## src/rtl/display_scan_driver_pkg.sv

```systemverilog
// Shared definitions for the 7-segment scan driver: scan FSM encoding and
// active-low {g,f,e,d,c,b,a} glyphs for hex digits 0-F.
package display_scan_driver_pkg;

    typedef enum logic [1:0] {
        ST_IDLE  = 2'd0,
        ST_BLANK = 2'd1,
        ST_SHOW  = 2'd2
    } scan_state_e;

    localparam logic [6:0] SEG_OFF   = 7'h7F;
    localparam logic [6:0] SEG_HEX_0 = 7'h40;
    localparam logic [6:0] SEG_HEX_1 = 7'h79;
    localparam logic [6:0] SEG_HEX_2 = 7'h24;
    localparam logic [6:0] SEG_HEX_3 = 7'h30;
    localparam logic [6:0] SEG_HEX_4 = 7'h19;
    localparam logic [6:0] SEG_HEX_5 = 7'h12;
    localparam logic [6:0] SEG_HEX_6 = 7'h02;
    localparam logic [6:0] SEG_HEX_7 = 7'h78;
    localparam logic [6:0] SEG_HEX_8 = 7'h00;
    localparam logic [6:0] SEG_HEX_9 = 7'h10;
    localparam logic [6:0] SEG_HEX_A = 7'h08;
    localparam logic [6:0] SEG_HEX_B = 7'h03;
    localparam logic [6:0] SEG_HEX_C = 7'h46;
    localparam logic [6:0] SEG_HEX_D = 7'h21;
    localparam logic [6:0] SEG_HEX_E = 7'h06;
    localparam logic [6:0] SEG_HEX_F = 7'h0E;

endpackage

```

## src/rtl/display_scan_driver_if.sv

```systemverilog
// Data-load and display-output bundle of the scan driver; the driver uses the
// slave view, the data producer / display side uses the master view.
interface display_scan_driver_if #(
    parameter int DIGITS = 4
);
    logic                  load;
    logic [4*DIGITS-1:0]   data_in;
    logic [DIGITS-1:0]     dp_in;
    logic [DIGITS-1:0]     digit_sel;
    logic [6:0]            segments;
    logic                  dp;
    logic                  frame_start;

    modport master (
        output load, data_in, dp_in,
        input  digit_sel, segments, dp, frame_start
    );

    modport slave (
        input  load, data_in, dp_in,
        output digit_sel, segments, dp, frame_start
    );
endinterface

```

## src/rtl/display_scan_driver_hex_to_seg.sv

```systemverilog
// Combinational hex nibble to active-low 7-segment glyph decoder.
module hex_to_seg
    import display_scan_driver_pkg::*;
(
    input  logic [3:0] nibble,
    output logic [6:0] seg
);

    // Glyph lookup for 0-9 and A,b,C,d,E,F
    always_comb begin
        seg = SEG_OFF;
        case (nibble)
            4'h0:    seg = SEG_HEX_0;
            4'h1:    seg = SEG_HEX_1;
            4'h2:    seg = SEG_HEX_2;
            4'h3:    seg = SEG_HEX_3;
            4'h4:    seg = SEG_HEX_4;
            4'h5:    seg = SEG_HEX_5;
            4'h6:    seg = SEG_HEX_6;
            4'h7:    seg = SEG_HEX_7;
            4'h8:    seg = SEG_HEX_8;
            4'h9:    seg = SEG_HEX_9;
            4'hA:    seg = SEG_HEX_A;
            4'hB:    seg = SEG_HEX_B;
            4'hC:    seg = SEG_HEX_C;
            4'hD:    seg = SEG_HEX_D;
            4'hE:    seg = SEG_HEX_E;
            4'hF:    seg = SEG_HEX_F;
            default: seg = SEG_OFF;
        endcase
    end

endmodule

```

## src/rtl/display_scan_driver.sv

```systemverilog
// Multiplexed 7-segment scan driver: divider-MSB tick detect, blank/show scan FSM
// and double-buffered digit data, with every display output registered.
module display_scan_driver
    import display_scan_driver_pkg::*;
#(
    parameter int DIGITS       = 4,
    parameter int DIV_WIDTH    = 18,
    parameter int BLANK_CYCLES = 64
) (
    input  logic                 clk_internal,
    input  logic                 rst_n,
    input  logic [DIV_WIDTH-1:0] clk_divided,
    display_scan_driver_if.slave bus
);

    localparam int IDX_W = (DIGITS > 1) ? $clog2(DIGITS) : 1;
    localparam int CNT_W = DIV_WIDTH - 1;
    localparam logic [IDX_W-1:0] LAST_IDX  = IDX_W'(DIGITS - 1);
    localparam logic [CNT_W-1:0] BLANK_END = CNT_W'(BLANK_CYCLES - 1);

    scan_state_e          state_q, state_d;
    logic [IDX_W-1:0]     idx_q, idx_d;
    logic [CNT_W-1:0]     blank_cnt_q, blank_cnt_d;
    logic                 msb_q, msb_d;
    logic [4*DIGITS-1:0]  pending_data_q, pending_data_d;
    logic [4*DIGITS-1:0]  active_data_q, active_data_d;
    logic [DIGITS-1:0]    pending_dp_q, pending_dp_d;
    logic [DIGITS-1:0]    active_dp_q, active_dp_d;
    logic [DIGITS-1:0]    digit_sel_q, digit_sel_d;
    logic [6:0]           segments_q, segments_d;
    logic                 dp_q, dp_d;
    logic                 frame_start_q, frame_start_d;
    logic                 tick;
    logic                 commit;
    logic [3:0]           nibble;
    logic [6:0]           glyph;
    logic                 unused_div_bits;

    // Only the rising edge of the divider MSB counts; the all-ones to zero wrap is a falling edge.
    assign msb_d           = clk_divided[DIV_WIDTH-1];
    assign tick            = msb_d & ~msb_q;
    assign unused_div_bits = ^clk_divided[DIV_WIDTH-2:0];

    // Scan FSM next state plus pending/active buffer update
    always_comb begin
        state_d     = state_q;
        idx_d       = idx_q;
        blank_cnt_d = blank_cnt_q;
        commit      = 1'b0;
        case (state_q)
            ST_IDLE: begin
                if (tick) begin
                    state_d     = ST_BLANK;
                    idx_d       = {IDX_W{1'b0}};
                    blank_cnt_d = {CNT_W{1'b0}};
                    commit      = 1'b1;
                end else begin
                    state_d = ST_IDLE;
                end
            end
            ST_BLANK: begin
                if (blank_cnt_q == BLANK_END) begin
                    state_d     = ST_SHOW;
                    blank_cnt_d = {CNT_W{1'b0}};
                end else begin
                    blank_cnt_d = blank_cnt_q + CNT_W'(1);
                end
            end
            ST_SHOW: begin
                if (tick) begin
                    state_d     = ST_BLANK;
                    blank_cnt_d = {CNT_W{1'b0}};
                    idx_d       = (idx_q == LAST_IDX) ? {IDX_W{1'b0}} : idx_q + IDX_W'(1);
                    commit      = (idx_q == LAST_IDX);
                end else begin
                    state_d = ST_SHOW;
                end
            end
            default: begin
                state_d     = ST_IDLE;
                idx_d       = {IDX_W{1'b0}};
                blank_cnt_d = {CNT_W{1'b0}};
            end
        endcase

        if (bus.load) begin
            pending_data_d = bus.data_in;
            pending_dp_d   = bus.dp_in;
        end else begin
            pending_data_d = pending_data_q;
            pending_dp_d   = pending_dp_q;
        end

        // Committing from pending_d lets a load in the commit cycle bypass into the active frame.
        if (commit) begin
            active_data_d = pending_data_d;
            active_dp_d   = pending_dp_d;
        end else begin
            active_data_d = active_data_q;
            active_dp_d   = active_dp_q;
        end
    end

    assign nibble = active_data_d[{idx_d, 2'b00} +: 4];

    hex_to_seg u_hex_to_seg (
        .nibble (nibble),
        .seg    (glyph)
    );

    // Display outputs are decoded from the next state so they line up with the registered state
    always_comb begin
        digit_sel_d   = {DIGITS{1'b1}};
        segments_d    = SEG_OFF;
        dp_d          = 1'b1;
        frame_start_d = 1'b0;
        if (state_d == ST_SHOW) begin
            digit_sel_d[idx_d] = 1'b0;
            segments_d         = glyph;
            dp_d               = ~active_dp_d[idx_d];
            frame_start_d      = (state_q != ST_SHOW) && (idx_d == {IDX_W{1'b0}});
        end else begin
            frame_start_d = 1'b0;
        end
    end

    // State, buffers and registered outputs
    always_ff @(posedge clk_internal or negedge rst_n) begin
        if (!rst_n) begin
            state_q        <= ST_IDLE;
            idx_q          <= {IDX_W{1'b0}};
            blank_cnt_q    <= {CNT_W{1'b0}};
            msb_q          <= 1'b0;
            pending_data_q <= {(4*DIGITS){1'b0}};
            pending_dp_q   <= {DIGITS{1'b0}};
            active_data_q  <= {(4*DIGITS){1'b0}};
            active_dp_q    <= {DIGITS{1'b0}};
            digit_sel_q    <= {DIGITS{1'b1}};
            segments_q     <= SEG_OFF;
            dp_q           <= 1'b1;
            frame_start_q  <= 1'b0;
        end else begin
            state_q        <= state_d;
            idx_q          <= idx_d;
            blank_cnt_q    <= blank_cnt_d;
            msb_q          <= msb_d;
            pending_data_q <= pending_data_d;
            pending_dp_q   <= pending_dp_d;
            active_data_q  <= active_data_d;
            active_dp_q    <= active_dp_d;
            digit_sel_q    <= digit_sel_d;
            segments_q     <= segments_d;
            dp_q           <= dp_d;
            frame_start_q  <= frame_start_d;
        end
    end

    assign bus.digit_sel   = digit_sel_q;
    assign bus.segments    = segments_q;
    assign bus.dp          = dp_q;
    assign bus.frame_start = frame_start_q;

endmodule
```

## src/flat_wrapper.sv

```systemverilog
// flat-port wrapper written by rule: the top's interface ports become plain ports
module display_scan_driver_flat import display_scan_driver_pkg::*;
#(
    parameter int DIGITS       = 4,
    parameter int DIV_WIDTH    = 18,
    parameter int BLANK_CYCLES = 64
)
  (clk_internal, rst_n, clk_divided, bus_load, bus_data_in, bus_dp_in, bus_digit_sel, bus_segments, bus_dp, bus_frame_start);
  display_scan_driver_if #(.DIGITS(DIGITS)) bus_i ();
  input  logic clk_internal;
  input  logic rst_n;
  input  logic [DIV_WIDTH-1:0] clk_divided;
  input wire logic [$bits(bus_i.load)-1:0] bus_load;
  input wire logic [$bits(bus_i.data_in)-1:0] bus_data_in;
  input wire logic [$bits(bus_i.dp_in)-1:0] bus_dp_in;
  output wire logic [$bits(bus_i.digit_sel)-1:0] bus_digit_sel;
  output wire logic [$bits(bus_i.segments)-1:0] bus_segments;
  output wire logic [$bits(bus_i.dp)-1:0] bus_dp;
  output wire logic [$bits(bus_i.frame_start)-1:0] bus_frame_start;
  assign bus_i.load = bus_load;
  assign bus_i.data_in = bus_data_in;
  assign bus_i.dp_in = bus_dp_in;
  assign bus_digit_sel = bus_i.digit_sel;
  assign bus_segments = bus_i.segments;
  assign bus_dp = bus_i.dp;
  assign bus_frame_start = bus_i.frame_start;
  display_scan_driver #(.DIGITS(DIGITS), .DIV_WIDTH(DIV_WIDTH), .BLANK_CYCLES(BLANK_CYCLES)) u_core (.clk_internal(clk_internal), .rst_n(rst_n), .clk_divided(clk_divided), .bus(bus_i));
endmodule
```

## config.mk

```make
export PLATFORM = sky130hd
export DESIGN_NAME = display_scan_driver_flat
export DESIGN_NICKNAME = d
export VERILOG_FILES = /design/src/rtl/display_scan_driver_pkg.sv /design/src/rtl/display_scan_driver_if.sv /design/src/rtl/display_scan_driver_hex_to_seg.sv /design/src/rtl/display_scan_driver.sv /design/src/flat_wrapper.sv
export SDC_FILE = /design/constraint.sdc
export NUM_CORES = 1
export LEC_CHECK = 0
export ABC_AREA = 0
export CAP_MARGIN = 20
export CORE_UTILIZATION = 47
export CTS_BUF_LIST = sky130_fd_sc_hd__clkbuf_4
export DETAILED_ROUTE_END_ITERATION = 7
export GPL_ROUTABILITY_DRIVEN = 1
export PLACE_DENSITY = 0.71
export SYNTH_ARGS = -nofsm -noshare
export SYNTH_HDL_FRONTEND = slang
export SYNTH_SLANG_ARGS = --single-unit
```

## constraint.sdc

```tcl
create_clock -name clk_internal -period 3.3 [get_ports clk_internal]
set_input_delay 0.33 -clock clk_internal [delete_from_list [all_inputs] [get_ports clk_internal]]
set_output_delay 0.33 -clock clk_internal [all_outputs]
set_load 0.005 [all_outputs]
```

==> metrics.cfg <==
[die]
rows = 30
initial_core_util = 0.496
design.die.area_um2 = 7680
fp.dieH_um = 87.6
coreArea_um2 = 6940
io-pin-count = 54
die_width_um = 87.6

[worst_setup_path]
cp_cell_sequence = ha_1 -> o21ai_2 -> mux2_2 -> mux2_2 -> mux2i_4 -> inv_2 -> ha_1 -> mux2_1 -> nand2_1 -> o211ai_1
path_max_fanout = 13
max_stage_delay_ns = 0.59
critPathTopFamily = multiplexers
worstSetupPathType = flop to flop
worstPathArrival_ns = 3.34
path_buf_inv = 1
cp_slowest_cell = o21ai_2
end_kind = flop
critPathLaunchType = flop
worstPathRequired_ns = 3.63

[cells_and_area]
antenna_cells = 0
fill_cells = 572
nets = 382
postLayoutCellArea_um2 = 4140
fin_util = 0.596
fin_cells = 434
area_growth_pct = 20.0
drive_gt1_frac = 0.278

[timing]
layout_min_cycle_time_ns = 3.02
holdWs_ns = 0.0101
rsz0062_at_grt = no
slew_viol_final = 0
worstMarginPinSlew_ns = 0.830
setup_viol = 0
fmax_mhz = 332
hold_violations = 0
fin_crit_sh = 0.914
worst_slack_ns = 0.285
fin_tns_setup_ns = 0
timing.slew.headroom = 0.447
clock_skew_ns = 0.0149

[placement]
place_area_um2 = 3980
dp_hpwl_um = 4360
place_ws_ns = 0.170
io_buffers = 36
dp.cells = 418
place_congestion = 0.803

[clocking]
clk_pin_slew_ns = 0.10
clk_latency_ns = 0.42
clkSinkCount = 75
cts_setup_buffers = 0
cts_hold_buffers = 0
htree_num_levels = 3
cts-root-buf = clkbuf_4
clockBufferDepth = 2
cts_tree = yes
cts_resized = 0
cts_buffers = 9

[synth]
synth.distinct_cells = 41
syn-cell-area_um2 = 3450
syn-num-nets = 331
ys_seq_area_frac = 0.549
async_reset_ff_frac = 1.00
synth.most_common_cell = dfrtp_1
synth-seq-cells = 75
yosysTopAreaCell = dfrtp_1
avgSynthCellArea_um2 = 12.2
syn_inst = 282
synth_commonest_cells = 63 x dfrtp_1, 40 x mux2_2, 24 x nand2_1
yosysTopAreaCellShare = 0.457
yosys_warnings = 0
synth_area_leaders = dfrtp_1 46%, mux2_2 13%, dfstp_2 9.1%
synth-edff-count = 0
synth-main-ff-cell = dfrtp_1

[global_routing]
grt_use_total = 0.178
grt_first_pass_wirelength_um = 10300
grt_overflow = 0
grt_start_max_net_pins = 40
antenna_found_initial = 0
grt_pass1_vias = 2271

[drt]
dr_total_vias = 2277
viasPerCell = 5.25
ant_nets = 0
route.detailed.drc = 0
wl_per_cell_um = 14.2
drt-pass1-iter-count = 4
drt_wl_total_um = 6150
drt_iter0_markers = 84

[pwr]
ir_drop_mv = 0.244
p_leak_nw = 1.80
design_power_total_mw = 2.30
p_per_area_nw_per_um2 = 557

[status]
status = completed

[hold_path]
hold_path_class = primary input to asynchronous set/reset pin

[run]
maxCapViolCount = 0

==> state kept, by name, indices dropped and copies added (netlist names) <==
register and flops:
u_core.pending_data_q 16, u_core.bus.digit_sel 4, u_core.active_data_q 16, u_core.bus.segments 7, u_core.idx_q 2, u_core.pending_dp_q 4
u_core.active_dp_q 4, u_core.blank_cnt_q 17, u_core.msb_q 1, u_core.state_q 2, u_core.bus.dp 1, u_core.bus.frame_start 1
==> path summary, 6_finish.rpt <==
path                                                          from                                   to  slack (ns)  cells after the start
worst max-delay path                     u_core.idx_q[0]$_DFF_PN0_     u_core.bus.segments[3]$_DFF_PN1_        0.28                     10
worst max register to register           u_core.idx_q[0]$_DFF_PN0_     u_core.bus.segments[3]$_DFF_PN1_        0.28                     10
min in group clk_internal                          clk_divided[17]               u_core.msb_q$_DFF_PN0_        0.43                      1
worst min-delay path                                         rst_n  u_core.pending_data_q[15]$_DFF_PN0_        0.01                      1
worst min register to register  u_core.blank_cnt_q[16]$_DFFE_PN0P_   u_core.blank_cnt_q[16]$_DFFE_PN0P_        0.50                      1
max in group asynchronous                                    rst_n     u_core.bus.segments[6]$_DFF_PN1_        2.54                      2
==> routing by layer <==
layer / share of wire / global-route usage / up-vias / wire length (µm)
met5: 0 / 0 / - / 0
met4: 0.016 / 0.0894 / 0 / 97
met3: 0.035 / 0.0415 / 8 / 213
met2: 0.47 / 0.288 / 36 / 2890
met1: 0.48 / 0.226 / 1120 / 2950
li1: - / - / 1113 / -
==> cell usage in the layout (no fill, tap or decap), types with 2 or more instances in the layout <==
master           Yosys  routed
a21oi_1              4       4
a22o_1               2       2
and3_1               9       9
buf_4                1      14
bufinv_16            0       2
clkbuf_4             0      11
clkdlybuf4s50_1      0      35
clkinv_2             0       2
dfrtp_1             63      63
dfstp_2             12      12
ha_1                 8       8
inv_1                5       5
mux2_2              40      40
mux2_4               3       3
mux2i_1             10      10
mux2i_4              2       2
nand2_1             24      24
nand2b_1             6       6
nand3_1             12      12
nand3b_1             2       2
nand4_1              2       2
nor2_1              10      10
nor2b_1              4       4
nor4_1               3       3
o211ai_1             4       4
o21ai_0             22      22
o21ai_2              2       2
o221ai_1             2       2
o22ai_1              2       2
o31ai_1              3       3
xor2_1               4       4
==> final cells by class <==
class / instances / area (µm²) / area share
Sequential cell: 75 / 1890 / 0.457
Clock buffer: 11 / 82.6 / 0.0200
Multi-Input combinational cell: 189 / 1460 / 0.352
Tap cell: 96 / 120 / 0.0290
Timing Repair Buffer: 51 / 480 / 0.116
Clock inverter: 5 / 78.8 / 0.0191
Inverter: 7 / 26.3 / 0.00635
==> where the power goes <==
part	internal (mW)	switching [mW]
registers	1.06	0.0645
clock network	0.324	0.305
logic	0.271	0.281
total	1.65	0.650
==> cells by family (layout without fill, tap and decap cells) <==
family | Yosys count | after routing | share of synthesized area
simple gates | 76 | 76 | 0.112
compound gates | 44 | 44 | 0.0802
mux | 56 | 56 | 0.189
fa+ha+maj | 8 | 8 | 0.0290
buf+inv | 18 | 74 | 0.0283
flops | 75 | 75 | 0.549
xor+xnor | 5 | 5 | 0.0127
(Power assumes the default switching activity.)
